### src/rtl/gf128_pkg.sv
// Shared GF(2^128) definitions used by the sequential reducer and by gf128_naive users.
// Contents: field/product widths, low byte of the reduction polynomial, reducer FSM states.
// No logic, constants and types only.
package gf128_pkg;

  localparam int         GF128_W        = 128;
  localparam int         GF128_PROD_W   = 256;
  // P(x) = x^128 + x^7 + x^2 + x + 1; this byte holds the terms below x^128.
  localparam logic [7:0] GF128_POLY_LOW = 8'h87;

  typedef enum logic [1:0] {
    IDLE,
    BUSY,
    DONE
  } gf128_state_t;

endpackage

### src/rtl/gf128_fold_step.sv
// One reduction step: folds the k-th CHUNK_W-bit chunk of the upper product half into lower bits.
// Latency: purely combinational. Backpressure: none, it is a pure function of w and k.
// Ports: w (256-bit work value), k (fold index, 0 = topmost chunk), w_next (w after the fold).
module gf128_fold_step
  import gf128_pkg::*;
#(
  parameter  int CHUNK_W = 32,
  localparam int KW      = $clog2(GF128_W / CHUNK_W)
) (
  input  logic [GF128_PROD_W-1:0] w,
  input  logic [KW-1:0]           k,
  output logic [GF128_PROD_W-1:0] w_next
);

  logic [7:0]              base;
  logic [7:0]              s;
  logic [CHUNK_W-1:0]      t;
  logic [GF128_PROD_W-1:0] tw;
  logic [GF128_PROD_W-1:0] clr;
  logic [GF128_PROD_W-1:0] acc;

  always_comb begin
    // Chunk k occupies bits [base +: CHUNK_W], i.e. x^(128+s) .. x^(128+s+CHUNK_W-1).
    base = 8'(GF128_PROD_W - (int'(k) + 1) * CHUNK_W);
    s    = 8'(GF128_W - (int'(k) + 1) * CHUNK_W);
    t    = w[base +: CHUNK_W];
    tw   = GF128_PROD_W'(t);
    clr  = GF128_PROD_W'({CHUNK_W{1'b1}}) << base;
    acc  = w & ~clr;
    // x^(128+s+j) == x^(s+j) * (x^7 + x^2 + x + 1). For k = 0 the x^7 term spills into
    // bits 128..134, which sit in the last chunk and are cleaned up by the final fold.
    for (int j = 0; j < 8; j++) begin
      if (GF128_POLY_LOW[j]) begin
        acc = acc ^ (tw << (s + 8'(j)));
      end
    end
    w_next = acc;
  end

endmodule

### src/rtl/gf128_reduce_seq.sv
// Sequential reduction of a 256-bit carryless product modulo x^128 + x^7 + x^2 + x + 1.
// Latency: accept in cycle t, out_valid first high in cycle t+1+128/CHUNK_W.
// Backpressure: one product at a time; result held while out_ready=0, in_ready only in IDLE.
// Ports: clk, rst (sync, active-high); in_valid/in_ready/product_in; out_valid/out_ready/result.
module gf128_reduce_seq
  import gf128_pkg::*;
#(
  parameter int CHUNK_W = 32
) (
  input  logic                    clk,
  input  logic                    rst,
  input  logic                    in_valid,
  output logic                    in_ready,
  input  logic [GF128_PROD_W-1:0] product_in,
  output logic                    out_valid,
  input  logic                    out_ready,
  output logic [GF128_W-1:0]      result
);

  localparam int            NFOLD    = GF128_W / CHUNK_W;
  localparam int            KW       = $clog2(NFOLD);
  localparam logic [KW-1:0] CNT_LAST = KW'(NFOLD - 1);

  gf128_state_t            state, state_nxt;
  logic [KW-1:0]           cnt, cnt_nxt;
  logic [GF128_PROD_W-1:0] w, w_nxt, w_fold;

  gf128_fold_step #(
    .CHUNK_W(CHUNK_W)
  ) u_fold (
    .w     (w),
    .k     (cnt),
    .w_next(w_fold)
  );

  always_ff @(posedge clk) begin
    if (rst) begin
      state <= IDLE;
      cnt   <= '0;
      w     <= '0;
    end else begin
      state <= state_nxt;
      cnt   <= cnt_nxt;
      w     <= w_nxt;
    end
  end

  always_comb begin
    state_nxt = state;
    cnt_nxt   = cnt;
    w_nxt     = w;
    in_ready  = 1'b0;
    out_valid = 1'b0;
    case (state)
      IDLE: begin
        in_ready = 1'b1;
        if (in_valid) begin
          w_nxt     = product_in;
          cnt_nxt   = '0;
          state_nxt = BUSY;
        end
      end
      BUSY: begin
        w_nxt   = w_fold;
        cnt_nxt = cnt + KW'(1);
        if (cnt == CNT_LAST) begin
          state_nxt = DONE;
        end
      end
      DONE: begin
        out_valid = 1'b1;
        if (out_ready) begin
          state_nxt = IDLE;
        end
      end
      default: state_nxt = IDLE;
    endcase
  end

  // After the last fold the upper half is zero, so the low half is the reduced value.
  assign result = w[GF128_W-1:0];

endmodule

### config.mk
export PLATFORM = sky130hd
export DESIGN_NAME = gf128_reduce_seq
export DESIGN_NICKNAME = d
export VERILOG_FILES = /design/src/rtl/gf128_pkg.sv /design/src/rtl/gf128_fold_step.sv /design/src/rtl/gf128_reduce_seq.sv
export SDC_FILE = /design/constraint.sdc
export NUM_CORES = 1
export LEC_CHECK = 0
export CAP_MARGIN = 15
export CORE_MARGIN = 2
export CORE_UTILIZATION = 52
export DETAILED_ROUTE_END_ITERATION = 6
export PLACE_DENSITY = 0.82
export SKIP_LAST_GASP = 1
export SLEW_MARGIN = 20
export SYNTH_ARGS = -nofsm -noshare
export SYNTH_HDL_FRONTEND = slang
export SYNTH_HIERARCHICAL = 1
export SYNTH_SLANG_ARGS = --single-unit
### constraint.sdc
create_clock -name clk -period 4.51 [get_ports clk]
set_input_delay 0.902 -clock clk [delete_from_list [all_inputs] [get_ports clk]]
set_output_delay 0.902 -clock clk [all_outputs]
set_load 0.05 [all_outputs]
Yosys cells after proc, flatten, opt, wreduce, memory -nomap -nowiden
Index checks and enable logic that the tools add are counted.
- bits in registers: 260
- output and inout port bits: 130
- logic and storage cells: 42
- $add $sub $neg: 7
- equality and inequality tests: 6
- shift-type cells: 6
- mux-type cells: 10
- bitwise operators: 6
- reductions and logical operators: 4
- operator list (cell ; number):
    $shl 32x8->256 ; 4
    $xor 256x256->256 ; 4
    $pmux 256 s2 ; 1
    $and 256x256->256 ; 1
    $mux 256 ; 1
    $not 256->256 ; 1
    $shiftx 256x9->32 ; 1
    $shl 32x8->256 const A ; 1
    $add 8x1->8 const B ; 1
    $add 8x2->8 const B ; 1
    $add 8x3->8 const B ; 1
    $mux 2 ; 4
    $sub 1x8->8 const A ; 1
    $sub 8x8->8 const A ; 1
    $ne 2x2->1 const B ; 3
    $pmux 2 s3 ; 1
    $eq 2x2->1 const B ; 2
    $pmux 2 s2 ; 1
    $add 2x1->3 const B ; 1
    $reduce_and 3->1 ; 1
    $add 2x1->2 const B ; 1
    $eq 2x1->1 const B ; 1
    $logic_not 2->1 ; 1
    $mux 1 ; 2
    2 further kinds ; 2

Longest topological paths before layout
Gate-level depths: netlist of run 1.
- depth after elaboration: 10
- depth in mapped cells: 18
- depth with buffers taken out: 10

Hierarchy
Netlist of run 1, hierarchy kept.
- by module, submodules not included (module ; instances ; cells each ; area an instance (um^2) ; sequential area each (um^2)):
    gf128_reduce_seq ; 1 ; 1286 ; 13065.0 ; 5205.0
    gf128_fold_step ; 1 ; 601 ; 4541.9 ; 0.0

Worst setup path after synthesis of run 1
No wires, ideal clock.
- path type: register to register
- start point: reg cnt[0]
- end point: reg w[42]
- setup time: 0.059 ns
- arrival: 3.300 ns
- required time: 4.451 ns
- setup slack: 1.151 ns
- cell stages (with the launch flop): 17
- period minus slack after synthesis: 3.359 ns
- path through: dfxtp_1 buf_6 buf_12 buf_4 buf_4 inv_1 ha_1 buf_6 buf_6 mux4_2 xor2_1 xnor2_1 nand2_1 xnor2_1 inv_1 a21oi_2 o221a_2
- longest elaborated chain between the ends: 10
- elaborated cells between the ends (all ways): 19
- RTL lines (what ; RTL line ; source):
    from (decl) ; gf128_reduce_seq.sv:25 ; logic [KW-1:0] cnt, cnt_nxt;
    from (signal assigned) ; gf128_reduce_seq.sv:43 ; cnt <= cnt_nxt;
    $add 2x1->3 (*) ; gf128_fold_step.sv:24, gf128_fold_step.sv:25 ;
    branches (longest 7 deep; another with $sub 1x8->8) ; -- ;
    $xor 256x256->256 (*) ; gf128_fold_step.sv:34 ; acc = acc ^ (tw << (s + 8'(j)));
    named net w_fold[42] ; gf128_reduce_seq.sv:26 ; logic [GF128_PROD_W-1:0] w, w_nxt, w_fold;
    $pmux 256 s2 (*) ; gf128_reduce_seq.sv:54 ; case (state)
    to (signal assigned) ; gf128_reduce_seq.sv:44 ; w <= w_nxt;
    to (decl) ; gf128_reduce_seq.sv:26 ;
Mark *: on every way through the listed nets, which the timed path passes.
A chain may end at the register's enable or synchronous reset.

Worst setup path in the final report of run 1
- start point: reg cnt[1]
- end point: reg w[68]
The elaborated chain is that of the path after synthesis.

==> results of run 1 <==
[flip-flops by register name, summed over array words and instances, names as in the netlist]
register / flops
state: 2
cnt: 2
w: 256
[cells by family after synthesis]
| logic type | Yosys count | synth area share (%) |
|---|---|---|
| mux | 34 | 4.214 |
| flops | 260 | 29.56 |
| fa+ha+maj | 6 | 0.4264 |
| simple gates | 294 | 8.329 |
| xor+xnor | 232 | 11.78 |
| buf+inv | 536 | 17.35 |
| compound gates | 525 | 28.33 |
[layout make-up]
cell class                      count  share of cell area [%]
Clock inverter                     11                  0.5229
Clock buffer                       39                   3.960
Timing Repair Buffer              417                   19.77
Sequential cell                   260                   24.45
Antenna cell                        5                 0.05876
Tap cell                          448                   2.632
Inverter                          258                   4.548
Multi-Input combinational cell   1091                   44.06
[placed cells by master (no fill, tap or decap), types with 48 or more instances in the layout]
master           Yosys  final
a21oi_2            200    200
xnor2_1            180    180
a21oi_1             58     58
nand2_1            121    121
o221a_2            234    234
clkdlybuf4s50_1      0    388
nor2b_1            123    121
xor2_1              48     48
dfxtp_1            260    259
inv_1              258    258
[cells in the mapped netlist (2+ instances only)]
cell type,instances,share of area (%)
o21ai_0,6,0.17
buf_1,6,0.13
nand2b_1,9,0.32
nor2b_1,123,4.4
ha_1,6,0.43
o221a_2,234,15
a21oi_1,58,1.6
buf_12,23,2.6
buf_4,134,5.7
buf_2,73,2.1
nand2_1,121,2.6
xnor2_1,180,9.0
clkbuf_1,32,0.68
a21oi_2,200,9.9
dfxtp_1,260,30
xnor3_1,2,0.26
nor2_1,29,0.62
mux4_2,32,4.1
inv_1,258,5.5
xor2_1,48,2.4
nor2_2,2,0.071
o221a_1,22,1.4
buf_6,10,0.64
and2_1,6,0.21
[through the flow]
step	worst slack, ns	power (mW)	std cells	cell area [sq um]	hold slack (ns)
final	0.5389	8.682	2529	21290	0.5447
after global routing	0.3828	8.991	2529	21290	0.5607
after CTS	0.6059	8.657	2524	21280	0.5417
after detailed placement	0.6380	6.244	2474	20330	0.5232
after global placement	0.6826	6.182	2474	20330	0.5189
after floorplan	1.151	5.279	1887	17610	0.4999
[worst paths after layout]
kind            end  slack [ns]
min reg2reg  w[235]        0.54
min          w[235]        0.54
max           w[68]        0.54
max reg2reg   w[68]        0.54
[metal layers]
layer	share of wire, %	routed length, um	GRT usage, %
met1	41	24110	42.30
met5	0	0	0
met2	46	27050	51.52
met3	8.2	4815	5.428
met4	5.1	2995	15.35
[worst reg2reg max path: cells and delay by family (launching register included)]
family                   cells  cell delay [ns]
XOR/XNOR                     3             0.95
multiplexers                 1             0.67
buffers and inverters        3             0.63
adder cells (fa/ha/maj)      1             0.66
flip-flops                   1             0.40
AO/OA/AOI/OAI                3             0.60
[report_power, final]
part	internal, mW	switching, mW
logic	1.39	2.07
registers	2.54	0.271
clock network	1.41	1.00
total	5.34	3.34
==> flow_summary.ini, run 1 <==
[status]
outcome = finished, final reports clean

[sta]
slew_viol_final = 0
hold_viol_final = 0
relSlewSlack_pct = 20.21
fmax_mhz = 251.8
fin_crit_ns = 3.971
grt_setup_unrepaired = false
period_share_pct = 88.05
setup_viol = 0
tightest_slew_ns = 1.188
clock_skew_ns = 0.01470
fin_setup_tns_ns = 0

[clock_network]
root_buffer = clkbuf_16
post_cts_buffers = 0
cts_sinks = 260
ctsHoldBuffers = 0
path_clk_slew_ns = 0.06
clockBufferDepth = 3
ctsResizeCount = 0
htreeDepth = 1
cts_buffers = 29
cts_tree = done
insertion_delay_ns = 0.57

[floorplan]
coreArea_sq_mm = 0.03345
num_io_pins = 390
start_util_pct = 52.64
die_w_um = 188.0
die_area_sq_mm = 0.03535
num_rows = 67
die_h_um = 188.0

[final_layout]
final_layout_size_suffix_gt1_share_pct = 26.78
final_util_pct = 63.66
seq_area_sq_mm = 0.005206
finalNetCount = 2323
area_delta_synth_final_pct = 20.94
fillers = 2705
multi_input_area_sq_mm = 0.009383

[synthesis]
syn_nets = 2153
synthArstFlopShare_pct = 0
synth_seq_cells = 260
syn-cell-area_sq_mm = 0.01761
synth_warnings = 6
synth_seq_area_share_pct = 29.56
syn_area_per_cell_sq_um = 9.331
synth_cell_type_count = 37
syn_inst = 1887
synth_edf_count = 0
synth_ff_type = dfxtp_1

[setup_path]
crit_arrival_ns = 4.47
timing.rr.start = cnt[1]
cp-end-kind = flop
critical_path.slowest_cell = ha_2
max_stage_delay_ns = 0.66
criticalPathCategory = flop to flop
path_max_fanout = 29
critPathLaunchType = flop
cp.required_ns = 5.01
cp_num_cells = 11
reg2regPathDepth = 11
startpoint = cnt[1]
crit_family = XOR/XNOR gates
path_cells = inv_1, ha_2, buf_4, mux4_2, xor2_1, xnor2_1, o21ai_0, xor2_1, inv_1, a21oi_2, o221a_2
worst-path-buf-inv = 3

[grt]
track_usage_pct = 32.21
overflow = 0
antenna_found_initial = 6
first_global_vias = 14440
grt_pass1_wl_mm = 88.75
grt_max_degree = 138

[route]
antenna_left = 0
drc_errors = 0
vias = 14770
routed_wl_mm = 58.97
dr.pass1.iters = 5
post_drt_wl_per_cell_um = 23.32
dr.first_iter.drc_count = 1537
viasPerCell = 5.841

[power_and_ir_drop]
leakagePower_nw = 7.859
ir_worst_vdd_mv = 0.3460
power_density_mw_per_mm2 = 407.7

[min_path]
whs_path_depth = 1
hp-class = flop to flop
worstHoldStart = w[235]

[placement]
dp_hpwl_mm = 41.51
portBuffers = 389
gp_congestion = 0.9456

[run]
maxCapViolCount = 0
Note: power is estimated with default switching activity, not from simulation.
==> inputs of run 2 (changes only) <==
--- a/config.mk
+++ b/config.mk
@@ -7,10 +7,9 @@
 export LEC_CHECK = 0
 export CAP_MARGIN = 15
 export CORE_MARGIN = 2
-export CORE_UTILIZATION = 52
+export CORE_UTILIZATION = 47
 export DETAILED_ROUTE_END_ITERATION = 6
-export PLACE_DENSITY = 0.82
-export SKIP_LAST_GASP = 1
+export PLACE_DENSITY = 0.78
 export SLEW_MARGIN = 20
 export SYNTH_ARGS = -nofsm -noshare
 export SYNTH_HDL_FRONTEND = slang
==> constraint.sdc (replaced) <==
create_clock -name clk -period 3.45 [get_ports clk]
set_input_delay 0.69 -clock clk [delete_from_list [all_inputs] [get_ports clk]]
set_output_delay 0.69 -clock clk [all_outputs]
set_load 0.05 [all_outputs]
==> flow_summary.ini, run 2 (same netlist as run 1, synthesis figures left out) <==
[status]
outcome = finished, final reports clean

[floorplan]
die_h_um = 197.6
num_rows = 70
coreArea_sq_mm = 0.03679
start_util_pct = 47.86
die_area_sq_mm = 0.03903
die_w_um = 197.6
num_io_pins = 390

[setup_path]
max_stage_delay_ns = 0.63
path_max_fanout = 10
crit_top_cell = xnor2_1
path_cells = inv_1, ha_4, buf_4, mux4_2, xnor2_1, xnor2_1, buf_4, nand2_1, xnor2_1, inv_1, a21oi_1, o221a_1
crit_arrival_ns = 3.79
crit_family = buffers and inverters
worst-path-buf-inv = 4
criticalPathCategory = flop to flop
cp-end-kind = flop
critical_path.slowest_cell = mux4_2
cp.required_ns = 3.96
critPathLaunchType = flop

[clock_network]
cts_sinks = 260
insertion_delay_ns = 0.58
path_clk_slew_ns = 0.06
clockBufferDepth = 3
ctsHoldBuffers = 0
cts_tree = done
htreeDepth = 1
root_buffer = clkbuf_16
cts_buffers = 30

[route]
dr.first_iter.drc_count = 1518
dr.pass1.iters = 5
antenna_left = 0
vias = 14790
routed_wl_mm = 59.98
viasPerCell = 5.728
drc_errors = 0
post_drt_wl_per_cell_um = 23.23

[sta]
setup_viol = 0
clock_skew_ns = 0.01075
grt_setup_unrepaired = false
tightest_slew_ns = 0.8399
timing.hold.ws_ns = 0.5439
fin_crit_ns = 3.279
relSlewSlack_pct = 44.00
fin_setup_tns_ns = 0
fmax_mhz = 305.0
hold_viol_final = 0
period_share_pct = 95.04
slew_viol_final = 0

[final_layout]
fillers = 3146
fin_cells = 2582
finalNetCount = 2348
final_area_sq_mm = 0.02167
area_delta_synth_final_pct = 23.06
top_register = w
final_layout_size_suffix_gt1_share_pct = 27.78
largestRegisters = w (256), cnt (2), state (2)
mostFrequentLayoutCells = 388 x clkdlybuf4s50_1, 259 x dfxtp_1, 258 x inv_1
final_common_cell = clkdlybuf4s50_1
largest_reg_flops = 256

[power_and_ir_drop]
ir_worst_vdd_mv = 0.3758
power_density_mw_per_mm2 = 544.5
total_power_mw = 11.80
leakagePower_nw = 8.046

[placement]
dp.cells = 2518
dpl-instance-area_sq_mm = 0.02057
gp_congestion = 0.9528
dp_hpwl_mm = 42.16
portBuffers = 389

[grt]
grt_max_degree = 140
first_global_vias = 14280
grt_pass1_wl_mm = 89.15
track_usage_pct = 29.74
antenna_found_initial = 16
overflow = 0

[run]
maxCapViolCount = 0

[min_path]
hp-class = flop to flop
run 2: changes by cell type in the layout (fill, tap and decap cells not counted), sizes merged:
cell      delta
clkinvlp     -1
inv          -1
clkinv       -2
clkbuf      +10
buf         +24
diode        +3
run 2: final timing paths:
| path | start | to | slack [ns] | cells after the start |
|---|---|---|---|---|
| hold reg to reg | w[242] | w[242] | 0.54 | 1 |
| hold / removal | w[242] | w[242] | 0.54 | 1 |
| setup / recovery | cnt[1] | w[13] | 0.17 | 12 |
| setup reg to reg | cnt[1] | w[13] | 0.17 | 12 |
run 2: where the power goes:
group	internal (mW)	switching, mW
combinational	2.00	2.80
clock	1.98	1.34
sequential	3.33	0.347
total	7.31	4.49
run 2: layer usage:
metal  GRT usage (%)  part of all wire [%]  vias up
met4           12.53                   4.4       16
met5               0                  0.18        -
met1           38.73                    41     7205
met2           46.92                    45      678
li1                -                     -     6734
met3           7.359                   9.3      157
run 2: per-stage QoR:
step	utilization [%]	setup WS, ns
finish	58.90	0.1712
global route	58.88	0.04798
CTS	58.75	0.02426
detailed placement	55.92	-0.09710
global placement	55.92	0.005802
floorplan	-	0.09103
run 2: area by class of cell:
type                       count  area [sq um]  area share [%]
clock buffer                  49         933.4           4.308
multi-input combinational   1091          9438           43.56
sequential                   260          5206           24.03
inverter                     258         968.4           4.470
clock inverter                 7         85.08          0.3927
timing repair buffer         441          4431           20.45
antenna                        8         20.02         0.09239
tap                          468         585.6           2.703
run 2: worst reg2reg max path: cells and delay by family, from the launching register on:
kind	cells	cell delay, ns
xor+xnor	3	0.64
mux	1	0.63
simple gates	1	0.14
fa+ha+maj	1	0.39
buf+inv	4	0.65
flops	1	0.40
compound gates	2	0.38
run 2: what timing repair did:
item / CTS / global route
buffers inserted: 0 / 0
gates resized for setup: 3 / 6
endpoints found under the setup margin: 5 / 35
==> inputs of run 3 (changes only) <==
--- a/config.mk
+++ b/config.mk
@@ -6,9 +6,10 @@
 export NUM_CORES = 1
 export LEC_CHECK = 0
 export CAP_MARGIN = 15
-export CORE_MARGIN = 2
+export CORE_MARGIN = 5
 export CORE_UTILIZATION = 47
 export DETAILED_ROUTE_END_ITERATION = 6
+export GPL_TIMING_DRIVEN = 0
 export PLACE_DENSITY = 0.78
 export SLEW_MARGIN = 20
 export SYNTH_ARGS = -nofsm -noshare
==> flow_summary.ini, run 3 (same netlist as run 1, synthesis figures left out) <==
[grt]
first_global_vias = 16110
grt_use_met3_pct = 5.152
grt_use_met1_pct = 39.24
overflow = 0
grt_util_met2_pct = 51.61
busiest_layer = met2
track_usage_pct = 30.77
antenna_found_initial = 2
grt_max_degree = 15
grt_pass1_wl_mm = 99.04

[floorplan]
die_area_sq_mm = 0.04143
start_util_pct = 47.86
die_h_um = 203.6
coreArea_sq_mm = 0.03679
num_io_pins = 390
num_rows = 70
die_w_um = 203.6

[clock_network]
path_clk_slew_ns = 0.06
htreeDepth = 1
cts_sinks = 260
insertion_delay_ns = 0.58
ctsHoldBuffers = 0
cts_tree = done
clockBufferDepth = 3
root_buffer = clkbuf_16
cts_buffers = 31

[setup_path]
timing.rr.start = cnt[0]
path_max_fanout = 6
critPathLaunchType = flop
criticalPathCategory = flop to flop
cp-end-kind = flop
cp.required_ns = 3.96
crit_arrival_ns = 3.90
startpoint = cnt[0]
r2r_slack_ns = 0.06

[sta]
hold_viol_final = 0
clock_skew_ns = 0.01382
tightest_slew_ns = 0.6765
fin_crit_ns = 3.386
relSlewSlack_pct = 54.90
period_share_pct = 98.13
timing.hold.ws_ns = 0.5435
slew_viol_final = 0
fin_ws_ns = 0.06434
fmax_mhz = 295.4
setup_viol = 0

[route]
antenna_left = 0
drc_errors = 0
dr.pass1.iters = 5
post_drt_wl_per_cell_um = 23.91
dr.first_iter.drc_count = 1580
routed_wl_mm = 68.35
viasPerCell = 5.692
vias = 16270

[power_and_ir_drop]
ir_worst_vdd_mv = 0.4058
leakagePower_nw = 9.663
power_density_mw_per_mm2 = 543.7

[final_layout]
mostFrequentLayoutCells = 388 x clkdlybuf4s50_1, 259 x dfxtp_1, 257 x inv_1
final_layout_size_suffix_gt1_share_pct = 37.34
largest_reg_flops = 256
area_delta_synth_final_pct = 39.92
largestRegisters = w (256), cnt (2), state (2)
top_register = w
finalNetCount = 2631
final_common_cell = clkdlybuf4s50_1

[status]
outcome = finished, final reports clean

[min_path]
worstHoldStart = w[200]
hp-class = flop to flop

[placement]
portBuffers = 388
dp_slack_ns = -1.332
gp_congestion = 0.9441
dp_hpwl_mm = 50.59

[run]
maxCapViolCount = 0
-- run 3: cell count changes in the layout (fill, tap and decap cells not counted), moves of 12 or more --
cell and change:
clkbuf_1 +29, xnor2_4 +15, buf_4 +131, buf_12 +26
xnor2_2 +26, xnor2_1 -41, buf_2 +73, xor2_1 -12
-- run 3: timing repair --
item | 4_1_cts | 5_1_grt
gates resized for setup | 98 | 23
pin swaps | 27 | 16
setup buffers | 38 | 18
endpoints found under the setup margin | 134 | 117
gates cloned | 2 | 1
-- run 3: layout make-up --
class / count / area [sq um]
Clock inverter: 14 / 255.2
Buffer: 276 / 2122
Tap cell: 468 / 585.6
Inverter: 258 / 972.2
Multi-Input combinational cell: 1091 / 10080
Fill cell: 2847 / 12150
Timing Repair Buffer: 447 / 4537
Clock buffer: 43 / 870.8
Antenna cell: 2 / 5.005
Sequential cell: 260 / 5209
-- run 3: power breakdown --
| part | internal [mW] | switching [mW] |
|---|---|---|
| combinational | 2.83 | 3.23 |
| clock | 2.28 | 1.39 |
| sequential | 3.33 | 0.350 |
| total | 8.43 | 4.96 |
-- run 3: layer usage --
| layer | part of all wire (%) | routed length, um |
|---|---|---|
| met1 | 39 | 26990 |
| met2 | 47 | 31930 |
| met3 | 8.4 | 5734 |
| met5 | 0 | 0 |
| met4 | 5.4 | 3694 |
-- run 3: final timing paths --
kind	endpoint	cells after the start
worst max-delay path	w[105]	17
worst min-delay path	w[200]	1
worst max register to register	w[105]	17
worst min register to register	w[200]	1
-- run 3: critical path: stages, from the launching register on --
cell	delay, ns
dfxtp_4	0.36
buf_12	0.11
buf_8	0.09
clkinvlp_4	0.11
ha_4	0.32
buf_12	0.14
buf_16	0.14
buf_12	0.13
buf_8	0.14
mux4_2	0.48
xnor2_2	0.23
xnor2_2	0.32
buf_4	0.18
nand2_1	0.06
xnor2_1	0.16
inv_1	0.07
a21oi_2	0.11
o221a_2	0.17
-- run 3: metrics by stage --
stage | cells | TNS [ns] | area, sq um | total power [mW] | util (%)
after floorplan | 1887 | 0 | 17610 | 6.901 | -
after global placement | 2743 | -110.55 | 22080 | 8.497 | 60.01
after detailed placement | 2743 | -120.48 | 22080 | 8.590 | 60.01
after CTS | 2840 | -0.2516 | 24360 | 13.09 | 66.23
after global routing | 2859 | -0.1787 | 24640 | 13.77 | 66.97
final | 2859 | 0 | 24640 | 13.40 | 66.97
